==> src/rtl/uart_tx_arbiter.sv <==
// Round-robin, packet-locked arbiter sharing one UART transmitter among four byte streams.
// Define UART_ARB_CHECKSUM_EN to append an XOR checksum byte after every packet.
module uart_tx_arbiter #(
    parameter int unsigned NREQ       = 4,
    parameter int unsigned GAP_CYCLES = 0
) (
    input  logic                Clk,
    input  logic                Rst,
    input  logic [NREQ-1:0]     ReqValid,
    input  logic [8*NREQ-1:0]   ReqData,
    input  logic [NREQ-1:0]     ReqLast,
    output logic [NREQ-1:0]     ReqReady,
    output logic [7:0]          TxData,
    output logic                TxEn,
    input  logic                TxDone,
    output logic                Busy,
    output logic [1:0]          GrantId
);

`ifdef UART_ARB_CHECKSUM_EN
    typedef enum logic [2:0] {
        ST_IDLE, ST_SEND, ST_WAIT, ST_GAP, ST_CSUM
    } state_t;
`else
    typedef enum logic [2:0] {
        ST_IDLE, ST_SEND, ST_WAIT, ST_GAP
    } state_t;
`endif

    localparam logic [7:0] GAP_LOAD = (GAP_CYCLES > 0) ? 8'(GAP_CYCLES - 1) : 8'd0;

    state_t      state_q;
    logic [1:0]  grant_q;
    logic [1:0]  ptr_q;
    logic        busy_q;
    logic [7:0]  txdata_q;
    logic        txen_q;
    logic        last_q;
    logic [7:0]  gap_cnt_q;
`ifdef UART_ARB_CHECKSUM_EN
    logic [7:0]  csum_q;
    logic        csum_sent_q;
`endif

    logic [1:0]  pick;
    logic [1:0]  idx;
    logic        found;
    logic [7:0]  sel_byte;
    logic        owner_valid;
    state_t      post_state;
    logic        post_release;

    assign sel_byte    = ReqData[{grant_q, 3'b000} +: 8];
    assign owner_valid = ReqValid[grant_q];

    // First valid requester at or after the rotating pointer.
    always_comb begin
        pick  = ptr_q;
        found = 1'b0;
        idx   = '0;
        for (int unsigned i = 0; i < NREQ; i++) begin
            idx = ptr_q + 2'(i);
            if (!found && ReqValid[idx]) begin
                pick  = idx;
                found = 1'b1;
            end
        end
    end

    always_comb begin
        post_state   = ST_SEND;
        post_release = 1'b0;
        if (last_q) begin
`ifdef UART_ARB_CHECKSUM_EN
            if (!csum_sent_q) begin
                post_state = ST_CSUM;
            end else begin
                post_state   = ST_IDLE;
                post_release = 1'b1;
            end
`else
            post_state   = ST_IDLE;
            post_release = 1'b1;
`endif
        end
    end

    always_comb begin
        ReqReady = '0;
        if (state_q == ST_SEND && owner_valid) begin
            ReqReady[grant_q] = 1'b1;
        end
    end

    always_ff @(posedge Clk) begin
        if (Rst) begin
            state_q     <= ST_IDLE;
            grant_q     <= '0;
            ptr_q       <= '0;
            busy_q      <= 1'b0;
            txdata_q    <= '0;
            txen_q      <= 1'b0;
            last_q      <= 1'b0;
            gap_cnt_q   <= '0;
`ifdef UART_ARB_CHECKSUM_EN
            csum_q      <= '0;
            csum_sent_q <= 1'b0;
`endif
        end else begin
            txen_q <= 1'b0;
            unique case (state_q)
                ST_IDLE: begin
                    if (found) begin
                        grant_q     <= pick;
                        busy_q      <= 1'b1;
`ifdef UART_ARB_CHECKSUM_EN
                        csum_q      <= '0;
                        csum_sent_q <= 1'b0;
`endif
                        state_q     <= ST_SEND;
                    end
                end
                ST_SEND: begin
                    if (owner_valid) begin
                        txdata_q <= sel_byte;
                        last_q   <= ReqLast[grant_q];
`ifdef UART_ARB_CHECKSUM_EN
                        csum_q   <= csum_q ^ sel_byte;
`endif
                        txen_q   <= 1'b1;
                        state_q  <= ST_WAIT;
                    end
                end
                ST_WAIT: begin
                    // A done coincident with our own start pulse belongs to no byte of ours.
                    if (TxDone && !txen_q) begin
                        if (GAP_CYCLES > 0) begin
                            gap_cnt_q <= GAP_LOAD;
                            state_q   <= ST_GAP;
                        end else begin
                            state_q <= post_state;
                            if (post_release) begin
                                busy_q <= 1'b0;
                                ptr_q  <= grant_q + 2'd1;
                            end
                        end
                    end
                end
                ST_GAP: begin
                    if (gap_cnt_q == 8'd0) begin
                        state_q <= post_state;
                        if (post_release) begin
                            busy_q <= 1'b0;
                            ptr_q  <= grant_q + 2'd1;
                        end
                    end else begin
                        gap_cnt_q <= gap_cnt_q - 8'd1;
                    end
                end
`ifdef UART_ARB_CHECKSUM_EN
                ST_CSUM: begin
                    txdata_q    <= csum_q;
                    txen_q      <= 1'b1;
                    csum_sent_q <= 1'b1;
                    state_q     <= ST_WAIT;
                end
`endif
                default: state_q <= ST_IDLE;
            endcase
        end
    end

    assign TxData  = txdata_q;
    assign TxEn    = txen_q;
    assign Busy    = busy_q;
    assign GrantId = grant_q;

endmodule

==> config.mk <==
export PLATFORM = sky130hd
export DESIGN_NAME = uart_tx_arbiter
export DESIGN_NICKNAME = d
export VERILOG_FILES = /design/src/rtl/uart_tx_arbiter.sv
export SDC_FILE = /design/constraint.sdc
export NUM_CORES = 1
export LEC_CHECK = 0
export BUFFER_PORTS_ARGS = -buffer_cell sky130_fd_sc_hd__buf_2
export CORE_ASPECT_RATIO = 0.6
export CORE_MARGIN = 3
export CORE_UTILIZATION = 35
export CTS_CLUSTER_SIZE = 16
export DETAILED_ROUTE_END_ITERATION = 10
export PLACE_DENSITY_LB_ADDON = 0.3
export SYNTH_ARGS = -nofsm -noshare
export SYNTH_HDL_FRONTEND = slang
export SYNTH_SLANG_ARGS = --single-unit
==> constraint.sdc <==
create_clock -name Clk -period 4.5 [get_ports Clk]
set_input_delay 0.225 -clock Clk [delete_from_list [all_inputs] [get_ports Clk]]
set_output_delay 0.225 -clock Clk [all_outputs]
set_load 0.05 [all_outputs]
==> summary.md, run 1 <==
| Metric | Value |
|---|---|
| Status | `completed` |
| Worst Path Max Fanout | `16` |
| Synthesized net count | `199` |
| Post-synthesis cell count | `150` |
| Pint | `0.3506 mW` |
| Placer's final routability congestion estimate | `0.7729` |
| Die area | `5047 sq um` |
| I/O pin count | `59` |
| Yosys reg bits | `25` |
| Combinational power share | `26.1%` |
| PD cells | `280.1 nW/um^2` |
| Max Cap Viol | `0` |
| Hold buffer count at cts | `0` |
| Switching Share | `31.91%` |
| Yosys warns | `0` |
| Ys flop type | `dfxtp_1` |
| Final global-route overflow total | `0` |
| Routed wl met3 | `227 um` |
| Resize count post-CTS | `0` |
| Clock Tree Buf Depth | `2` |
| Worst Setup End Kind | `output port` |
| Crit path required time | `4280 ps` |
| RSZ-0062 raised after global routing | `false` |
| Layout area overhead | `24.81%` |
| Via density | `5.038` |
| ANT nets after route | `0` |
| # clock sinks | `25` |
| Worst-Skew Late Latency | `260 ps` |
| Reg2Reg Setup Slack | `2150 ps` |
| Clk slew on worst S/H paths | `90 ps` |
| Total net switching power | `0.1643 mW` |
| Most frequent cells in the layout | `58 x buf_2, 25 x dfxtp_1, 22 x nor2_1, 10 x inv_1, 10 x mux2i_1` |
| Yosys cell types | `37` |
| Final #Nets | `255` |
| Slew margin rel. | `46.07%` |
| CP Data Arrival Time | `2610 ps` |
| Vias in the first global route | `1216` |
| Clock skew | `2.914 ps` |
| WS Path Type | `reg -> out` |
| HPWL Detailed | `2765 um` |
| VDD IR max | `0.1605 mV` |
| GRT Util Overall | `14.11%` |
| Most common cell after layout, fill and taps aside | `buf_2` |
| M1 WL | `1856 um` |
| Min-Delay Path Class | `in -> reg` |
| Synthesized area | `1473 sq um` |
| Routed Wire Length | `3510 um` |
| Buffers on Ports | `58` |
| First-pass GRT wire length | `5878 um` |
| Slew Viols, Final | `0` |
| Launching point of the worst reg2reg path | `GrantId[0]` |
| Seq/Total Area, Yosys | `33.98%` |
| CTS tree | `built` |
| Final Critical Period | `2833 ps` |
| DR iter-0 viols | `73` |
| Number of core rows | `17` |
| Top layer in use | `met4` |
| DR vias | `1320` |
| Starting Density | `38.25%` |
| Setup Buffers After CTS | `0` |
| Met2 WL | `1398 um` |
| Largest net degree at the start of global routing | `27` |
| Util after Layout | `47.74%` |
| R2r worst-path depth | `4` |
| Antenna cells | `0` |
| Slew @ Worst Pin | `807.8 ps` |
| Die Ht | `56.25 um` |
| Detailed Routing Iterations Pass 1 | `4` |
| Sum Neg Setup Slack | `0 ps` |
| Post-synth EDFFs | `0` |
| Sequential power share | `48.2%` |
| Per-cell routed wire length | `13.40 um` |
| Syn Area/Cell | `9.818 sq um` |
| Num CTS Buffers | `3` |
| Worst Setup Start Kind | `flip-flop` |
| H-tree depth | `1` |
| Async S/R FF share, synth | `0%` |
| Fmax | `0.3530 GHz` |
| Clock share of power | `25.7%` |
| Layout cells sized above 1 | `35.61%` |
| Root Driver | `clkbuf_8` |
| Lkg Pwr | `0.7886 nW` |
| Reg2reg end | `state_q[0]` |
| Endpoints failing setup | `0` |
| DR DRC count | `0` |
| Initial antenna violation count | `0` |
| Worst setup path start | `GrantId[0]` |
| Die Wd | `89.74 um` |
| Setup crit end | `ReqReady[3]` |
| Hold Vio Cnt, Final | `0` |
| Core Box Area | `3850 sq um` |
| Tcrit/Tclk final | `62.96%` |
[flip-flops by register name (all words and copies together), names as in the netlist]
signal,flops
TxData,8
gap_cnt_q,8
ptr_q,2
last_q,1
state_q,2
Busy,1
GrantId,2
TxEn,1
[logic make-up (layout without fill, tap and decap cells)]
logic type	after synthesis	after routing	share of synthesized area [%]
AOI/OAI and AO/OA	24	24	11.64
xor gates and xnor gates	2	2	1.190
adders and majority gates	6	6	5.098
buffers and inverters	17	72	5.437
DFF	25	25	33.98
muxes	22	22	24.13
and+or+nand+nor	54	54	18.52
[routing by layer]
layer  track usage, %  vias to the layer above
met2            19.76                       37
met1            21.25                      625
met4            2.838                        0
li1                 -                      656
met5                0                        -
met3            4.054                        2
[synthesized netlist by cell type, types with 2 or more instances]
cell,n,area (sq um)
mux2i_1,10,100.1
a21oi_1,9,45.04
xnor2_1,2,17.52
o41ai_1,3,26.28
nor3_1,3,15.01
buf_6,2,22.52
and2_1,5,31.28
dfxtp_1,25,500.5
nand2_1,5,18.77
nor2_1,22,82.58
nor2b_1,4,25.02
nand3_1,5,25.02
clkbuf_1,4,15.01
ha_1,6,75.07
inv_1,10,37.54
mux4_2,8,180.2
mux2_1,2,22.52
nor3b_1,2,15.01
nor4_1,2,12.51
nand2b_1,3,18.77
mux4_1,2,52.55
[worst max-delay path, stage by stage (launching register included)]
cell     delay (ps)
dfxtp_1         860
mux4_2          580
and3b_1         430
and2_1          270
buf_2           200
[stage by stage]
step	std cells	hold slack, ps	setup slack (ps)	area [sq um]	power (mW)
global route	262	347.6	1435	1838	0.5400
global placement	258	472.6	1947	1792	0.3873
finish	262	321.1	1667	1838	0.5149
CTS	262	316.4	1608	1838	0.5203
detailed placement	258	480.4	1913	1792	0.3879
floorplan	150	427.7	2204	1473	0.3504
[worst min path at each step]
stage	from	to	cells past startpoint
after floorplan	ReqValid[1]	GrantId[1]	3
after global placement	TxData[4]	TxData[4]	2
after detailed placement	TxData[3]	TxData[3]	2
after CTS	ReqValid[1]	GrantId[0]	3
after global routing	ReqValid[1]	GrantId[0]	3
final	ReqValid[1]	GrantId[0]	3
[power by group through the flow]
stage               Clock, mW  Combinational, mW  Sequential (mW)
global placement            0              0.134            0.253
finish                  0.132              0.134            0.248
CTS                     0.137              0.135            0.248
detailed placement          0              0.135            0.253
floorplan                   0             0.0722            0.278
global route            0.144              0.145            0.251
[final cells by class]
cell class | instances | area, sq um
Sequential cell | 25 | 500.5
Multi-Input combinational cell | 108 | 892.1
Timing Repair Buffer | 58 | 290.3
Tap cell | 57 | 71.32
Fill cell | 391 | 2012
Clock buffer | 3 | 41.29
Inverter | 10 | 37.54
Clock inverter | 1 | 5.005
Power figures use the tool's default switching activity.
==> run 2, diff against run 1 <==
==> constraint.sdc (replaced) <==
create_clock -name Clk -period 2.8 [get_ports Clk]
set_input_delay 0.14 -clock Clk [delete_from_list [all_inputs] [get_ports Clk]]
set_output_delay 0.14 -clock Clk [all_outputs]
set_load 0.05 [all_outputs]
==> run 2 against run 1 <==
Against the previous run: combinational power is 71% higher; register-to-register slack worse by 1200 ps; worst hold slack got worse by 71 ps; flip-flop and latch count is the same; clock-buffer cell count did not move; sequential share of layout area is 0.22 points lower; global-route usage up 0.24 points; non-clock buffer count rose by 2; worst setup slack got worse by 1100 ps; first-iteration DRC count down 26%; clock skew down 1.5 ps.
==> summary.md, run 2 (synthesis results as in run 1) <==
| Metric | Value |
|---|---|
| Num CTS Buffers | `3 (unchanged)` |
| DR vias | `1286 (-2.6%)` |
| Max Cap Viol | `0 (unchanged)` |
| Tcrit/Tclk final | `79.65%` |
| CTS tree | `built` |
| Die Wd | `89.74 um (unchanged)` |
| WS Path Type | `reg -> out` |
| PD cells | `449.8 nW/um^2 (+61%)` |
| Most frequent cells in the layout | `58 x buf_2, 25 x dfxtp_1, 22 x nor2_1, 10 x inv_1, 10 x mux2i_1` |
| Die area | `5047 sq um (unchanged)` |
| Clock Tree Buf Depth | `2 (unchanged)` |
| Hold Vio Cnt, Final | `0 (unchanged)` |
| Slew @ Worst Pin | `687.2 ps (-120.7 ps)` |
| Root Driver | `clkbuf_8` |
| Min Hold Slack | `250.2 ps (-70.90 ps)` |
| Final Critical Period | `2230 ps` |
| Finished Cell Area | `1853 sq um (+0.82%)` |
| Placer's final routability congestion estimate | `0.7851 (+1.6%)` |
| Fill count | `369 (-5.6%)` |
| Hold buffer count at cts | `0 (unchanged)` |
| Fmax | `0.4484 GHz` |
| Core Box Area | `3850 sq um (unchanged)` |
| Routed Wire Length | `3466 um (-1.3%)` |
| Layout area overhead | `25.83%` |
| Vias in the first global route | `1234 (+1.5%)` |
| Post-DP Area | `1807 sq um (+0.84%)` |
| Detailed Routing Iterations Pass 1 | `4 (unchanged)` |
| Worst Setup End Kind | `output port` |
| Clock skew | `1.447 ps (-1.467 ps)` |
| Status | `completed` |
| I/O pin count | `59 (unchanged)` |
| Worst Path Max Fanout | `15 (-1)` |
| DR iter-0 viols | `54 (-26%)` |
| Starting Density | `38.25% (unchanged)` |
| Resize count post-CTS | `0 (unchanged)` |
| Setup Buffers After CTS | `0 (unchanged)` |
| Initial antenna violation count | `0 (unchanged)` |
| Antenna cells | `0 (unchanged)` |
| Endpoints failing setup | `0 (unchanged)` |
| Worst Setup Start Kind | `flip-flop` |
| GRT Util Overall | `14.35% (+0.24 points)` |
| CP Data Arrival Time | `2090 ps (-520 ps)` |
| VDD IR max | `0.2069 mV (+29%)` |
| Slew Viols, Final | `0 (unchanged)` |
| Final #Nets | `257 (+0.78%)` |
| Final global-route overflow total | `0 (unchanged)` |
| Via density | `4.871 (-3.3%)` |
| Buffers on Ports | `58 (unchanged)` |
| ANT nets after route | `0 (unchanged)` |
| Sum Neg Setup Slack | `0 ps (unchanged)` |
| First-pass GRT wire length | `5954 um (+1.3%)` |
| HPWL Detailed | `2728 um (-1.3%)` |
| Largest net degree at the start of global routing | `27 (unchanged)` |
| Number of core rows | `17 (unchanged)` |
| Layout cells sized above 1 | `36.23% (+0.62 points)` |
| Die Ht | `56.25 um (unchanged)` |
| Per-cell routed wire length | `13.13 um (-2.0%)` |
| Lkg Pwr | `0.7993 nW (+1.4%)` |
| # clock sinks | `25 (unchanged)` |
| Slew margin rel. | `54.19% (+8.1 points)` |
| Worst-Skew Late Latency | `270 ps (about the same)` |
| Crit path required time | `2660 ps (-1620 ps)` |
| Clk slew on worst S/H paths | `90 ps (about the same)` |
| H-tree depth | `1 (unchanged)` |
| Min-Delay Path Class | `in -> reg` |
| RSZ-0062 raised after global routing | `false` |
| Most common cell after layout, fill and taps aside | `buf_2` |
| DR DRC count | `0 (unchanged)` |
[run 2: layout make-up]
type                            count  area (sq um)  share of cell area (%)
Multi-Input combinational cell    108         892.1                   48.14
Sequential cell                    25         500.5                   27.01
Tap cell                           57         71.32                   3.849
Clock buffer                        3         41.29                   2.228
Clock inverter                      1         5.005                  0.2701
Timing Repair Buffer               60         305.3                   16.48
Inverter                           10         37.54                   2.026
[run 2: per-stage QoR]
step	cells	setup WS (ps)	utilization (%)	total power [mW]
final	264	569.8	48.13	0.8336
after global routing	264	384.6	48.13	0.8800
after CTS	264	533.3	48.13	0.8457
after detailed placement	260	845.6	46.93	0.6269
after global placement	260	885.0	46.93	0.6252
after floorplan	150	589.5	-	0.5632
[run 2: path summary, 6_finish.rpt]
kind                             startpoint           to  slack, ps  depth (start not counted)
worst min-delay path            ReqValid[1]   GrantId[1]        250                          4
worst min register to register         Busy         Busy        500                          2
worst max-delay path             GrantId[1]  ReqReady[2]        570                          5
worst max register to register   GrantId[1]    TxData[7]       1000                          5
[run 2: worst max-delay path, stage by stage, from the launching register on]
cell and delay, ps:
dfxtp_1 320, buf_4 210, mux4_2 200, and3b_1 610, and2_1 210, buf_2 260
[run 2: power by group]
part | leakage [nW] | internal, mW | switching, mW
clock | 0.0255 | 0.0996 | 0.117
sequential | 0.203 | 0.375 | 0.0130
combinational | 0.571 | 0.0912 | 0.138
total | 0.799 | 0.566 | 0.268
[run 2: layer usage]
layer	vias up	routed length (um)	GRT usage (%)
met2	41	1437	20.41
met5	-	0	0
li1	652	-	-
met3	0	201	3.919
met4	0	0	2.620
met1	593	1827	21.62
